[src/rtl/button_event_decoder.sv]
// rtl/button_event_decoder.sv - debounced level to press/release/short/long/repeat pulses; AUTO_REPEAT_EN enables auto-repeat
module button_event_decoder #(
    parameter int LONG_CYCLES   = 1000,
    parameter int REPEAT_CYCLES = 250,
    parameter int CNT_W         = 32
) (
    input  logic       clk,
    input  logic       reset,
    input  logic       button_level,
    output logic       press_pulse,
    output logic       release_pulse,
    output logic       short_pulse,
    output logic       long_pulse,
    output logic       repeat_pulse,
    output logic       held,
    output logic [7:0] press_count
);

    typedef enum logic [1:0] {
        IDLE,
        PRESSED,
        LONG_HELD
    } state_t;

    // Terminal counts; the counter resets to 0 when it reaches these, so it never wraps.
    localparam logic [CNT_W-1:0] LONG_LAST = CNT_W'(LONG_CYCLES - 1);
`ifdef AUTO_REPEAT_EN
    localparam logic [CNT_W-1:0] REPEAT_LAST = CNT_W'(REPEAT_CYCLES - 1);
`endif

    if (LONG_CYCLES < 2 || REPEAT_CYCLES < 1 || CNT_W < 1) begin : g_param_check
        $error("button_event_decoder: illegal LONG_CYCLES/REPEAT_CYCLES/CNT_W");
    end

    state_t           state;
    logic             prev_level;
    logic [CNT_W-1:0] hold_cnt;
    logic             rise;
    logic             fall;

    assign rise = button_level & ~prev_level;
    assign fall = ~button_level & prev_level;

    // Edge detect, hold timing and all registered pulse outputs; a fall always beats a threshold.
    always_ff @(posedge clk) begin
        if (reset) begin
            state         <= IDLE;
            prev_level    <= 1'b0;
            hold_cnt      <= '0;
            press_pulse   <= 1'b0;
            release_pulse <= 1'b0;
            short_pulse   <= 1'b0;
            long_pulse    <= 1'b0;
            repeat_pulse  <= 1'b0;
            held          <= 1'b0;
            press_count   <= 8'd0;
        end else begin
            prev_level    <= button_level;
            press_pulse   <= 1'b0;
            release_pulse <= 1'b0;
            short_pulse   <= 1'b0;
            long_pulse    <= 1'b0;
            repeat_pulse  <= 1'b0;
            case (state)
                IDLE: begin
                    if (rise) begin
                        state       <= PRESSED;
                        hold_cnt    <= '0;
                        press_pulse <= 1'b1;
                        press_count <= press_count + 8'd1;
                        held        <= 1'b1;
                    end
                end
                PRESSED: begin
                    if (fall) begin
                        state         <= IDLE;
                        hold_cnt      <= '0;
                        release_pulse <= 1'b1;
                        short_pulse   <= 1'b1;
                        held          <= 1'b0;
                    end else if (hold_cnt == LONG_LAST) begin
                        state      <= LONG_HELD;
                        hold_cnt   <= '0;
                        long_pulse <= 1'b1;
                    end else begin
                        hold_cnt <= hold_cnt + 1'b1;
                    end
                end
                LONG_HELD: begin
                    if (fall) begin
                        state         <= IDLE;
                        hold_cnt      <= '0;
                        release_pulse <= 1'b1;
                        held          <= 1'b0;
                    end
`ifdef AUTO_REPEAT_EN
                    else if (hold_cnt == REPEAT_LAST) begin
                        hold_cnt     <= '0;
                        repeat_pulse <= 1'b1;
                    end else begin
                        hold_cnt <= hold_cnt + 1'b1;
                    end
`endif
                end
                default: begin
                    state    <= IDLE;
                    hold_cnt <= '0;
                    held     <= 1'b0;
                end
            endcase
        end
    end

endmodule

[config.mk]
export PLATFORM = sky130hd
export DESIGN_NAME = button_event_decoder
export DESIGN_NICKNAME = d
export VERILOG_FILES = /design/src/rtl/button_event_decoder.sv
export SDC_FILE = /design/constraint.sdc
export NUM_CORES = 1
export LEC_CHECK = 0
export BUFFER_PORTS_ARGS = -buffer_cell sky130_fd_sc_hd__buf_2
export CAP_MARGIN = 25
export CORE_UTILIZATION = 55
export CTS_CLUSTER_SIZE = 10
export DETAILED_ROUTE_END_ITERATION = 8
export PLACE_DENSITY_LB_ADDON = 0.25
export SLEW_MARGIN = 20
export SYNTH_ARGS = -nofsm -noshare
export SYNTH_HDL_FRONTEND = slang
export SYNTH_SLANG_ARGS = --single-unit
[constraint.sdc]
create_clock -name clk -period 2.1 [get_ports clk]
set_clock_uncertainty 0.1 [all_clocks]
set_input_delay 0.315 -clock clk [delete_from_list [all_inputs] [get_ports clk]]
set_output_delay 0.315 -clock clk [all_outputs]
set_load 0.005 [all_outputs]
==> metrics.md <==
| Metric | Value |
|---|---|
| Initial Utilization | `57.6%` |
| Synth Area per Inst | `8.73 µm²` |
| Fraction of final layout cells sized beyond drive strength 1 | `16.0%` |
| Routability congestion estimate | `0.782` |
| Max-slew violations | `0` |
| Main combinational cell family by area after synthesis | `simple AND/OR/NAND/NOR gates` |
| Clock root cell | `clkbuf_8` |
| LEAKAGE | `0.963 nW` |
| Vias in the first global route | `1669` |
| GRT Total Usage | `21.4%` |
| Clk sinks | `48` |
| Reg area | `961 µm²` |
| CTS Buf Count | `5` |
| FP Rows | `23` |
| Sequential share of the synthesized area | `41.7%` |
| Die width | `66.7 µm` |
| WL/cell | `12.7 µm` |
| Pre-Repair DR Iteration Count | `4` |
| Ys Warns | `0` |
| Io pins | `17` |
| Crit-path leading delay family | `simple AND/OR/NAND/NOR gates` |
| EDFF count, synth | `0` |
| Max-cap viol count | `0` |
| Syn Nets | `272` |
| Vias per cell | `5.67` |
| Area of the multi-input gates | `1270 µm²` |
| Multiplexer share of the synthesized area | `0.435%` |
| Area grow syn2layout | `13.8%` |
| Critical path arrival | `2100 ps` |
| Yosys top cell area share | `41.7%` |
| TritonCTS clock tree | `done` |
| Post-route minimum period | `1970 ps` |
| Detailed placer's ending HPWL | `3.05 mm` |
| Number of fill cells in the layout | `332` |
| FF+latch count, synth | `48` |
| Final hold slack | `166 ps` |
| Synth async-reset ratio | `0%` |
| Synth area leaders | `dfxtp_1 (42%), xor2_1 (8.4%), nor2_1 (5.9%)` |
| Critical path launch point type | `flop` |
| Starting DRT DRC Count | `67` |
| CTS Hold Bufs | `0` |
| Largest net degree at the start of global routing | `21` |
| First-pass GRT wire length | `7.22 mm` |
| WP buf/inv | `0` |
| Input/output buffers | `15` |
| Vias after detailed routing | `1883` |
| Final hold vios | `0` |
| Post-route DRC | `0` |
| Detailed Route WL | `4.23 mm` |
| Final Instance Area | `2620 µm²` |
| Mapped Cells | `264` |
| Max Freq | `508 MHz` |
| Slowest cell delay on critical path | `450 ps` |
| Clk buf depth | `2` |
| Remaining antenna violation count | `0` |
| Setup TNS Final | `0 ps` |
| Data required, critical path | `2240 ps` |
| Synth Area in Simple Gates | `26.9%` |
| Final setup fails | `0` |
| Adder-Cell Fraction of Synth Area | `2.72%` |
| Leading area contributor after synthesis | `dfxtp_1` |
| PwrDens | `766 nW/µm²` |
| Critical Path Sink Type | `flop` |
| RSZ-0062 raised after global routing | `false` |
| Most common cell in the synthesized netlist | `dfxtp_1` |
| Synth Area in Compound Gates | `14.7%` |
| Worst-path maximum fanout | `13` |
| ANT cells | `0` |
| Initial antenna violation count | `0` |
| Post-Syn Area | `2300 µm²` |
| VDD IR max | `417 µV` |
| Cell Chain, Critical Path | `nand3_2 -> nor4b_4 -> o21ai_4 -> or4_1 -> a21oi_1` |
| Clock Latency Late Sink | `300 ps` |
| GRT Residual Overflow | `0` |
| Reg clk slew, reported paths | `90 ps` |
| Core ar. | `4000 µm²` |
| Crit Path Category | `reg2reg` |
| Post-synth top cells | `dfxtp_1 (48), nor2_1 (36), xor2_1 (22), a21oi_1 (16), o21ai_0 (16)` |
| Final net count | `290` |
| H-tree depth | `2` |
| Status | `complete, no violations` |
| Netlist cell types | `45` |
| Die area | `4450 µm²` |
| Cell Area, Placed | `2470 µm²` |
| Slowest CP cell | `dfxtp_1` |
| Hold Path Class | `in2reg` |
| Prevailing post-synth register cell | `dfxtp_1` |
| Tcrit/Tclk final | `93.7%` |
| Post-Synth XOR/XNOR Area | `9.51%` |
| Die height | `66.7 µm` |
[logic make-up after synthesis]
kind of cell | Yosys count
muxes | 1
buffers and inverters | 19
and+or+nand+nor | 111
adders and majority gates | 5
other | 1
DFF | 48
AOI/OAI and AO/OA | 54
xor gates and xnor gates | 25
[final timing paths]
| path | from | slack, ps | cells after the start | to |
|---|---|---|---|---|
| max | hold_cnt[3] | 130 | 5 | hold_cnt[29] |
| min | button_level | 170 | 2 | prev_level |
| max reg2reg | hold_cnt[3] | 130 | 5 | hold_cnt[29] |
| min reg2reg | held | 380 | 2 | held |
[layout make-up]
cell class	count	share of cell area, %
Multi-Input combinational cell	197	48.6
Sequential cell	48	36.7
Inverter	5	0.716
Timing Repair Buffer	25	6.68
Clock inverter	2	2.29
Tap cell	50	2.39
Clock buffer	5	2.63
[where the power goes]
part           total, mW  switching (mW)  internal, mW
clock network      0.759           0.291         0.468
logic              0.292           0.175         0.117
registers          0.957          0.0212         0.936
total               2.01           0.487          1.52
[metrics by stage]
step | worst slack (ps) | total power [mW] | cells | utilization (%)
2_1_floorplan | 203 | 1.16 | 264 | -
3_3_place_gp | 164 | 1.26 | 325 | 61.8
3_5_place_dp | 101 | 1.26 | 325 | 61.8
4_1_cts | 65.5 | 2.01 | 332 | 65.1
5_1_grt | 18.0 | 2.09 | 332 | 65.5
6_report | 133 | 2.01 | 332 | 65.5
[layout by cell type, fill, tap and decap left out, types with 10 or more instances in the layout]
master	n
nor2_1	36
buf_2	15
xor2_1	22
dfxtp_1	48
nand3_1	10
o21ai_0	16
a21oi_1	15
or3_1	11
nand2_1	14
[layer usage]
layer	vias up	wire length, µm	GRT usage (%)
li1	977	-	-
met1	872	2080	27.2
met2	27	1970	34.7
met3	7	105	4.11
met4	0	74	9.57
met5	-	0	0
[timing repair]
item | CTS | global route
gates resized for setup | 0 | 3
setup buffers | 0 | 0
endpoints found under the setup margin | 0 | 9
[sequential cells by signal, summed over array words and instances (netlist names)]
name	count
hold_cnt	32
press_count	8
state	2
held	1
long_pulse	1
press_pulse	1
prev_level	1
release_pulse	1
short_pulse	1
No activity file was read; power rests on OpenSTA's default activity.
